`src/rtl/core_pkg.sv`:
```
// Shared definitions for the 16-bit core: data width, memory-op encoding,
// commit-stage state encoding and architectural reset values.
package core_pkg;

  localparam int unsigned DATA_WIDTH = 16;

  localparam logic [DATA_WIDTH-1:0] RESET_PC = 16'h0000;
  localparam logic [DATA_WIDTH-1:0] RESET_SP = 16'hFFFE;

  typedef enum logic [1:0] {
    MEM_NONE  = 2'b00,
    MEM_LOAD  = 2'b01,
    MEM_STORE = 2'b10
  } mem_op_e;

  typedef enum logic [1:0] {
    StReady     = 2'b00,
    StMemWait   = 2'b01,
    StWriteback = 2'b10
  } state_e;

endpackage

```
`src/rtl/gpr_file.sv`:
```
// Eight general registers with three combinational read ports and one write port;
// r0 is hardwired to zero.
module gpr_file #(
  parameter int unsigned DATA_WIDTH = 16
) (
  input  logic                  i_clk,
  input  logic                  i_reset_n,
  input  logic [2:0]            i_rs0_addr,
  input  logic [2:0]            i_rs1_addr,
  input  logic [2:0]            i_rs2_addr,
  output logic [DATA_WIDTH-1:0] o_rs0_data,
  output logic [DATA_WIDTH-1:0] o_rs1_data,
  output logic [DATA_WIDTH-1:0] o_rs2_data,
  input  logic                  i_we,
  input  logic [2:0]            i_wr_addr,
  input  logic [DATA_WIDTH-1:0] i_wr_data
);

  logic [DATA_WIDTH-1:0] r_regs [8];

  always_ff @(posedge i_clk or negedge i_reset_n) begin
    if (!i_reset_n) begin
      for (int i = 0; i < 8; i++) begin
        r_regs[i] <= '0;
      end
    end else if (i_we && (i_wr_addr != 3'd0)) begin
      r_regs[i_wr_addr] <= i_wr_data;
    end
  end

  // Reads see pre-edge contents, so a same-cycle write is not forwarded.
  assign o_rs0_data = (i_rs0_addr == 3'd0) ? '0 : r_regs[i_rs0_addr];
  assign o_rs1_data = (i_rs1_addr == 3'd0) ? '0 : r_regs[i_rs1_addr];
  assign o_rs2_data = (i_rs2_addr == 3'd0) ? '0 : r_regs[i_rs2_addr];

endmodule

```
`src/rtl/state_commit_unit.sv`:
```
// Architectural state (PC/SP/RA/GPRs) plus data-memory handshake sequencing;
// commits datapath next-state values once per accepted instruction.
module state_commit_unit #(
  parameter int unsigned                 DATA_WIDTH = core_pkg::DATA_WIDTH,
  parameter logic [DATA_WIDTH-1:0]       RESET_PC   = core_pkg::RESET_PC,
  parameter logic [DATA_WIDTH-1:0]       RESET_SP   = core_pkg::RESET_SP
) (
  input  logic                  i_clk,
  input  logic                  i_reset_n,
  input  logic                  i_inst_valid,
  output logic                  o_inst_ready,
  input  logic [1:0]            i_mem_op,
  input  logic [2:0]            i_rd_addr,
  input  logic [2:0]            i_rs0_addr,
  input  logic [2:0]            i_rs1_addr,
  input  logic [2:0]            i_rs2_addr,
  input  logic                  i_reg_we,
  input  logic                  i_sp_we,
  input  logic                  i_ra_we,
  output logic [DATA_WIDTH-1:0] o_rs0_data,
  output logic [DATA_WIDTH-1:0] o_rs1_data,
  output logic [DATA_WIDTH-1:0] o_rs2_data,
  output logic [DATA_WIDTH-1:0] o_pc,
  output logic [DATA_WIDTH-1:0] o_sp,
  output logic [DATA_WIDTH-1:0] o_ra,
  input  logic [DATA_WIDTH-1:0] i_result,
  input  logic [DATA_WIDTH-1:0] i_pc_next,
  input  logic [DATA_WIDTH-1:0] i_sp_next,
  input  logic [DATA_WIDTH-1:0] i_ra_next,
  input  logic [DATA_WIDTH-1:0] i_mem_addr_in,
  input  logic [DATA_WIDTH-1:0] i_mem_wdata_in,
  output logic [DATA_WIDTH-1:0] o_memory_in,
  output logic                  o_mem_req,
  output logic                  o_mem_we,
  output logic [DATA_WIDTH-1:0] o_mem_addr,
  output logic [DATA_WIDTH-1:0] o_mem_wdata,
  input  logic                  i_mem_ack,
  input  logic [DATA_WIDTH-1:0] i_mem_rdata,
  output logic [DATA_WIDTH-1:0] o_instret
);

  import core_pkg::*;

  state_e                r_state;
  state_e                w_state_next;
  logic                  w_accept_mem;
  logic                  w_capture;
  logic                  w_commit;
  logic                  w_is_mem;

  logic [DATA_WIDTH-1:0] r_pc;
  logic [DATA_WIDTH-1:0] r_sp;
  logic [DATA_WIDTH-1:0] r_ra;
  logic [DATA_WIDTH-1:0] r_instret;
  logic [DATA_WIDTH-1:0] r_load_buf;
  logic                  r_mem_req;
  logic                  r_mem_we;
  logic [DATA_WIDTH-1:0] r_mem_addr;
  logic [DATA_WIDTH-1:0] r_mem_wdata;

  // mem_op 11 is undefined and falls through as a non-memory instruction.
  assign w_is_mem = (i_mem_op == MEM_LOAD) || (i_mem_op == MEM_STORE);

  always_comb begin
    w_state_next = r_state;
    o_inst_ready = 1'b0;
    w_accept_mem = 1'b0;
    w_capture    = 1'b0;
    unique case (r_state)
      StReady: begin
        if (i_inst_valid) begin
          if (w_is_mem) begin
            w_accept_mem = 1'b1;
            w_state_next = StMemWait;
          end else begin
            o_inst_ready = 1'b1;
          end
        end
      end
      StMemWait: begin
        if (i_mem_ack) begin
          w_capture    = 1'b1;
          w_state_next = StWriteback;
        end
      end
      StWriteback: begin
        o_inst_ready = 1'b1;
        w_state_next = StReady;
      end
      default: w_state_next = StReady;
    endcase
  end

  assign w_commit = o_inst_ready && i_inst_valid;

  always_ff @(posedge i_clk or negedge i_reset_n) begin
    if (!i_reset_n) begin
      r_state     <= StReady;
      r_mem_req   <= 1'b0;
      r_mem_we    <= 1'b0;
      r_mem_addr  <= '0;
      r_mem_wdata <= '0;
      r_load_buf  <= '0;
    end else begin
      r_state   <= w_state_next;
      r_mem_req <= (w_state_next == StMemWait);
      if (w_accept_mem) begin
        r_mem_we    <= (i_mem_op == MEM_STORE);
        r_mem_addr  <= i_mem_addr_in;
        r_mem_wdata <= i_mem_wdata_in;
      end
      if (w_capture) begin
        r_load_buf <= i_mem_rdata;
      end
    end
  end

  always_ff @(posedge i_clk or negedge i_reset_n) begin
    if (!i_reset_n) begin
      r_pc      <= RESET_PC;
      r_sp      <= RESET_SP;
      r_ra      <= '0;
      r_instret <= '0;
    end else if (w_commit) begin
      r_pc      <= i_pc_next;
      r_instret <= r_instret + 1'b1;
      if (i_sp_we) r_sp <= i_sp_next;
      if (i_ra_we) r_ra <= i_ra_next;
    end
  end

  gpr_file #(
    .DATA_WIDTH (DATA_WIDTH)
  ) u_gpr_file (
    .i_clk      (i_clk),
    .i_reset_n  (i_reset_n),
    .i_rs0_addr (i_rs0_addr),
    .i_rs1_addr (i_rs1_addr),
    .i_rs2_addr (i_rs2_addr),
    .o_rs0_data (o_rs0_data),
    .o_rs1_data (o_rs1_data),
    .o_rs2_data (o_rs2_data),
    .i_we       (w_commit && i_reg_we),
    .i_wr_addr  (i_rd_addr),
    .i_wr_data  (i_result)
  );

  assign o_pc        = r_pc;
  assign o_sp        = r_sp;
  assign o_ra        = r_ra;
  assign o_instret   = r_instret;
  assign o_mem_req   = r_mem_req;
  assign o_mem_we    = r_mem_we;
  assign o_mem_addr  = r_mem_addr;
  assign o_mem_wdata = r_mem_wdata;
  assign o_memory_in = (r_state == StWriteback) ? r_load_buf : '0;

endmodule

```
`config.mk`:
```
export PLATFORM = sky130hd
export DESIGN_NAME = state_commit_unit
export DESIGN_NICKNAME = d
export VERILOG_FILES = /design/src/rtl/core_pkg.sv /design/src/rtl/gpr_file.sv /design/src/rtl/state_commit_unit.sv
export SDC_FILE = /design/constraint.sdc
export NUM_CORES = 1
export LEC_CHECK = 0
export BUFFER_PORTS_ARGS = -buffer_cell sky130_fd_sc_hd__clkbuf_2
export CAP_MARGIN = 20
export CORE_MARGIN = 2
export CORE_UTILIZATION = 48
export DETAILED_ROUTE_END_ITERATION = 16
export PLACE_DENSITY = 0.76
export SETUP_SLACK_MARGIN = 0.3
export SLEW_MARGIN = 20
export SYNTH_ARGS = -nofsm -noshare
export SYNTH_HDL_FRONTEND = slang
export SYNTH_SLANG_ARGS = --single-unit
export TNS_END_PERCENT = 100
```
`constraint.sdc`:
```
create_clock -name i_clk -period 2 [get_ports i_clk]
set_input_delay 0.4 -clock i_clk [delete_from_list [all_inputs] [get_ports i_clk]]
set_output_delay 0.4 -clock i_clk [all_outputs]
set_load 0.01 [all_outputs]
```
Word-level counts from Yosys, hierarchy flattened
Cells that the tools add are included.
{"block": "word_totals", "in_bits": 133, "output_inout_bits": 163, "reg_bits": 244}
{"block": "classes", "n_eq_ne": 5, "n_mux": 28, "n_bitwise": 4, "add_sub_neg": 1, "magnitude_cmp": 5, "reduce_logical": 12}
{"operator": "$mux 16", "n": 11}
{"operator": "$bmux 16 s3", "n": 3}
{"operator": "$bwmux 128", "n": 1}
{"operator": "$demux 16 s3", "n": 1}
{"operator": "$add 16x1->16 const B", "n": 1}
{"operator": "$ge 4x4->1 const B", "n": 4}
{"operator": "$not 3->4", "n": 4}
{"operator": "$logic_not 3->1", "n": 3}
{"operator": "$mux 1", "n": 7}
{"operator": "$eq 2x1->1 const B", "n": 3}
{"operator": "$mux 2", "n": 3}
{"operator": "$eq 2x2->1 const B", "n": 2}
{"operator": "$logic_and 1x1->1", "n": 4}
{"operator": "$lt 4x1->1 const B", "n": 1}
{"operator": "$pmux 2 s2", "n": 1}
{"operator": "$reduce_and 2->1", "n": 2}
{"operator": "$reduce_bool 3->1", "n": 1}
{"operator": "$logic_not 2->1", "n": 1}
{"operator": "$pmux 1 s2", "n": 1}
{"operator": "$logic_or 1x1->1", "n": 1}

Depth between registers and ports, before layout
{"block": "logic_depth", "ltp_word": 8, "mapped_depth": 8, "ltp_nobuf": 6}

Cells and area by module
From an unflattened synthesis, not the netlist that was laid out.
{"block": "unflattened", "hier_cells": 892, "area_unflattened_um2": 11902.7}
{"module": "gpr_file", "cells_each": 564, "n_inst": 1, "area_per_inst_um2": 7204.4}
{"module": "state_commit_unit", "cells_each": 328, "n_inst": 1, "area_per_inst_um2": 4698.3}

Worst setup path before layout
OpenSTA, ideal clock, no wires.
{"block": "synth_path", "path_kind": "input -> output", "from": "input i_rs2_addr[0]", "to": "output o_rs2_data[12]", "slack_ns": -0.178, "path_stages": 5, "arrival_ns": 1.778, "path_cell_list": "clkbuf_1 -> buf_1 -> mux4_2 -> nand2_1 -> o21ai_0"}
{"block": "synth_between", "elab_chain_len": 5, "elab_cells_between_ends": 6, "classes_between": "mux: 4; bitwise: 1; reduce/logical: 1"}
{"item": "start, declared", "line_no": "state_commit_unit.sv:16", "source": "input logic [2:0] i_rs2_addr,"}
{"item": "$not 3->4 (implied by the code)", "line_no": "gpr_file.sv:34", "source": "assign o_rs2_data = (i_rs2_addr == 3'd0) ? '0 : r_regs[i_rs2_addr];"}
{"item": "$bmux 16 s3", "line_no": "gpr_file.sv:34"}
{"item": "$mux 16 (implied by the code) (2 in a row)", "line_no": "gpr_file.sv:34"}
{"item": "$mux 16 *", "line_no": "gpr_file.sv:34"}
{"item": "end, declared", "line_no": "state_commit_unit.sv:22", "source": "output logic [DATA_WIDTH-1:0] o_rs2_data,"}
Every way passes the cells marked *; elsewhere a longest branch is shown, timed or not. The select of a mux whose other input is x is not followed.

Worst setup path in the final report
{"block": "layout_path", "from": "register u_gpr_file.r_regs[14] (netlist bit)", "to": "output o_rs2_data[14]"}
{"block": "layout_between", "elab_chain_len": 4}
{"item": "start, declared", "line_no": "gpr_file.sv:19", "source": "logic [DATA_WIDTH-1:0] r_regs [8];"}
{"item": "start signal, assigned by index", "line_no": "gpr_file.sv:27", "source": "r_regs[i_wr_addr] <= i_wr_data;"}
{"item": "$bmux 16 s3", "line_no": "gpr_file.sv:34"}
{"item": "$mux 16 (implied by the code) (2 in a row)", "line_no": "gpr_file.sv:34"}
{"item": "$mux 16", "line_no": "gpr_file.sv:34"}
No other way between the ends. The select of a mux whose other input is x is not followed.

==> summary.md <==
| Metric | Value |
|---|---|
| Status | finished with violations |
| Failing checks | negative setup slack |
| Worst-Skew Late Latency | 0.54 ns |
| Final Instance Area | 17,500 um^2 |
| Max-slew headroom | 63.8% |
| Part of the Yosys area used for sequential elements | 50.1% |
| CP Capture Type | output pin |
| Crit path launch | u_gpr_file.r_regs[14] |
| Total number of vias | 9,603 |
| P_int | 0.0131 W |
| Via/cell ratio | 5.86 |
| Dpl ws | -0.185 ns |
| Buf/Inv on CP | 1 |
| Residual DRC | 0 |
| Fin. Hold Viols | 0 |
| First-pass GRT wire length | 54.5 mm |
| DP HPWL | between 20 and 25 mm |
| YS warnings | 0 |
| Sw Ratio | between 30% and 40% |
| FF+latch count, synth | 228 |
| Max clock buf depth | 3 |
| HP Start | i_mem_rdata[3] |
| Logic gate share of total power | a little over a third |
| Initial Util | approximately half |
| Die height | 158 um |
| Syn Nets | around 1.0k |
| Final min period | 2.18 ns |
| Post-synth top area share | 46.7% |
| Final Max Slew Viols | 0 |
| Worst-path clk slew | 0.06 ns |
| CTS tree | yes |
| Number of placement rows | 56 |
| Cts bufs inserted | 27 |
| CTS sink cnt | 228 |
| Least-Margin Pin Slew | 0.543 ns |
| Avg WL per Cell | ~24 um |
| Largest net degree at the start of global routing | 64 |
| Post-Syn Instances | roughly 890 |
| Crit start category | flop |
| Crit-path max FO | 4 |
| Clk root buf | clkbuf_16 |
| GRT Total Usage | 28.2% |
| Final worst slack | -0.185 ns |
| Proportion of layout cells with a drive suffix above 1 | 73.2% |
| Hold Path Class | in -> reg |
| Post-synth ARST share | 100% |
| Drt total wl | around 40 mm |
| Fillers | 1,395 |
| Arrival @ worst endpoint | 1.78 ns |
| Initial antenna violation count | 1 |
| PD cells | 1100 nW/um^2 |
| End-of-flow core utilization | about three quarters |
| Core Box Area | 23,400 um^2 |
| Clock Skews | 0.0192 ns |
| Area Growth Syn to Fin | 53.1% |
| Setup CP Type | reg -> out |
| Fin Hold WS | 0.0763 ns |
| Gp weighted congestion | 0.806 |
| Max Cap Violations | 0 |
| Overflow after GRT | 0 |
| IO Count | about 300 |
| Critical path required time | 1.60 ns |
| Max incr delay on CP | 0.49 ns |
| H-tree levels | 1 |
| Cell accounting for the most synthesized area | dfrtp_1 |
| Number of flops mapped to enable cells by yosys | 0 |
| Psw | 0.00611 W |
| ANT nets after route | 0 |
| RR Startpoint | r_state[1] |
| Peak VDD IR | ~0.00096 V |
| Synth Area per Inst | 12.9 um^2 |
| Worst path cell trace | mux4_2, a21o_1, clkbuf_8 |
| Static leakage | 8.71 nW |
| Final period util | 109% |
| Die extent in x | 158 um |
| Nets | between 1k and 1.5k |
| Tot Pwr | about 0.019 W |
| DRT Pass-1 Iters | 7 |
| Synthesized area | 11,400 um^2 |
| Slowest CP cell | mux4_2 |
| Die Area | 25,000 um^2 |
| RSZ-0062 raised after global routing | true |
| CP delay by family, top | multiplexers |
| Vias in the first global route | 9,829 |
| Reg power frac | between 30% and 40% |
| Clock Power Share | 26.7% |
| Top post-synthesis cells by area | dfrtp_1 47%, mux2_2 21%, mux4_2 9.5% |
| Initial DRC count | ~580 |
| I/O Buffers | 295 |
| Post-synth top flop | dfrtp_1 |
| Final setup fails | 48 |
| Flop2flop setup slack | 0.07 ns |
| Distinct cells, synth | 44 |
| Placed instance area | 14,500 um^2 |
| Max Clk Rate | 458 MHz |
-- stage by stage --
stage,cells,setup TNS [ns]
3_5_place_dp,1523,-7.99
4_1_cts,1597,-4.57
2_1_floorplan,888,-1.76
5_1_grt,1640,-7.31
3_3_place_gp,1523,-5.60
6_report,1640,-4.48
-- power groups by stage --
stage	registers (W)	clock network, W	logic (W)
after CTS	0.00721	0.00515	0.00607
after detailed placement	0.00720	0	0.00518
after global placement	0.00710	0	0.00502
after floorplan	0.00725	0	0.00305
after global routing	0.00749	0.00536	0.00708
final	0.00736	0.00511	0.00670
-- flip-flops by register name (all words and copies together), names as in the netlist --
signal	cells
o_sp	16
o_ra	16
o_mem_wdata	16
r_load_buf	16
o_mem_addr	16
o_mem_req	1
o_mem_we	1
o_pc	16
o_instret	16
r_state	2
u_gpr_file.r_regs	112
-- path summary, 6_finish.rpt --
kind	cells after the start	endpoint
max reg2reg	13	o_pc[13]
max in group asynchronous	3	o_sp[4]
max	3	o_rs2_data[14]
min	3	r_load_buf[3]
min reg2reg	2	o_pc[6]
min in group asynchronous	2	r_load_buf[12]
-- cell type report --
type                            count  area [um^2]  share of cell area (%)
Timing Repair Buffer              443         3530                    20.2
Inverter                           32          131                   0.751
Antenna cell                        1         2.50                  0.0143
Tap cell                          319          399                    2.28
Clock buffer                       39          791                    4.52
Clock inverter                     10          135                   0.773
Sequential cell                   228         5730                    32.7
Multi-Input combinational cell    568         6770                    38.7
-- synthesized netlist by cell type, types with 3 or more instances --
cell and n:
xnor2_1 11, dfstp_2 15, mux2_4 9, mux4_2 48
a22oi_1 17, nor2b_1 5, nor2_1 3, buf_2 17
o21ai_0 17, xor2_1 4, clkbuf_1 36, nand4_1 5
inv_1 31, and3_1 3, a221oi_1 30, and2_1 16
nand3_1 7, dfrtp_1 213, buf_1 4, a21oi_1 32
nand2_1 124, mux2_2 214
-- placed cells by master, fill, tap and decap left out, types with 3 or more instances in the layout --
master / synthesis / routed
mux4_2: 48 / 48
or2_4: 1 / 3
clkinv_2: 0 / 4
nand4_1: 5 / 5
inv_2: 0 / 28
o21ai_2: 0 / 16
a221oi_2: 0 / 26
nand2_1: 124 / 83
clkbuf_16: 0 / 34
xnor2_1: 11 / 8
bufinv_16: 0 / 3
a22oi_1: 17 / 16
and3_1: 3 / 3
a21oi_2: 0 / 30
buf_8: 0 / 12
buf_2: 17 / 3
nand2_2: 0 / 28
dfrtp_1: 213 / 212
clkbuf_8: 0 / 10
buf_12: 0 / 34
buf_16: 0 / 4
xor2_1: 4 / 4
nand3_4: 0 / 3
and2_4: 0 / 16
nor4_4: 1 / 3
mux2_4: 9 / 181
clkbuf_2: 0 / 272
a221oi_4: 0 / 4
mux2_2: 214 / 43
dfstp_2: 15 / 15
buf_4: 1 / 66
buf_6: 2 / 41
xnor2_2: 0 / 3
nand2_4: 0 / 11
clkbuf_1: 36 / 5
-- per-layer routing --
layer  share of wire (%)  wire length [um]  vias to the layer above  global-route usage, %
met1                  37             14700                     4923                   34.2
met5                   0                 0                        -                      0
met2                  52             20600                      498                   49.5
li1                    -                 -                     4054                      -
met4                 4.1              1620                        0                   11.5
met3                 6.9              2750                      128                   5.47
-- tightest hold or removal path, cell delays in order --
cell	delay (ns)
clkbuf_2	0.08
nand2_1	0.04
nand2_1	0.04
-- what timing repair did --
| action | CTS | global route |
|---|---|---|
| gates resized for setup | 269 | 112 |
| gates cloned | 6 | 10 |
| pin swaps | 88 | 23 |
| endpoints found under the setup margin | 160 | 269 |
| hold endpoints to repair | 49 | 0 |
| buffers inserted | 18 | 32 |
| hold buffers | 1 | 0 |
-- kinds of logic (layout without fill, tap and decap cells) --
kind of cell,Yosys count,after routing,synth area share (%)
other,0,1,0
AND/OR/NAND/NOR,180,180,7.48
adder cells (fa/ha/maj),2,2,0.219
flip-flops,228,228,50.1
XOR/XNOR,15,15,1.15
AO/OA/AOI/OAI,98,98,5.70
buffers and inverters,92,524,3.37
multiplexers,273,273,31.9
Note: power is estimated with default switching activity, not from simulation.
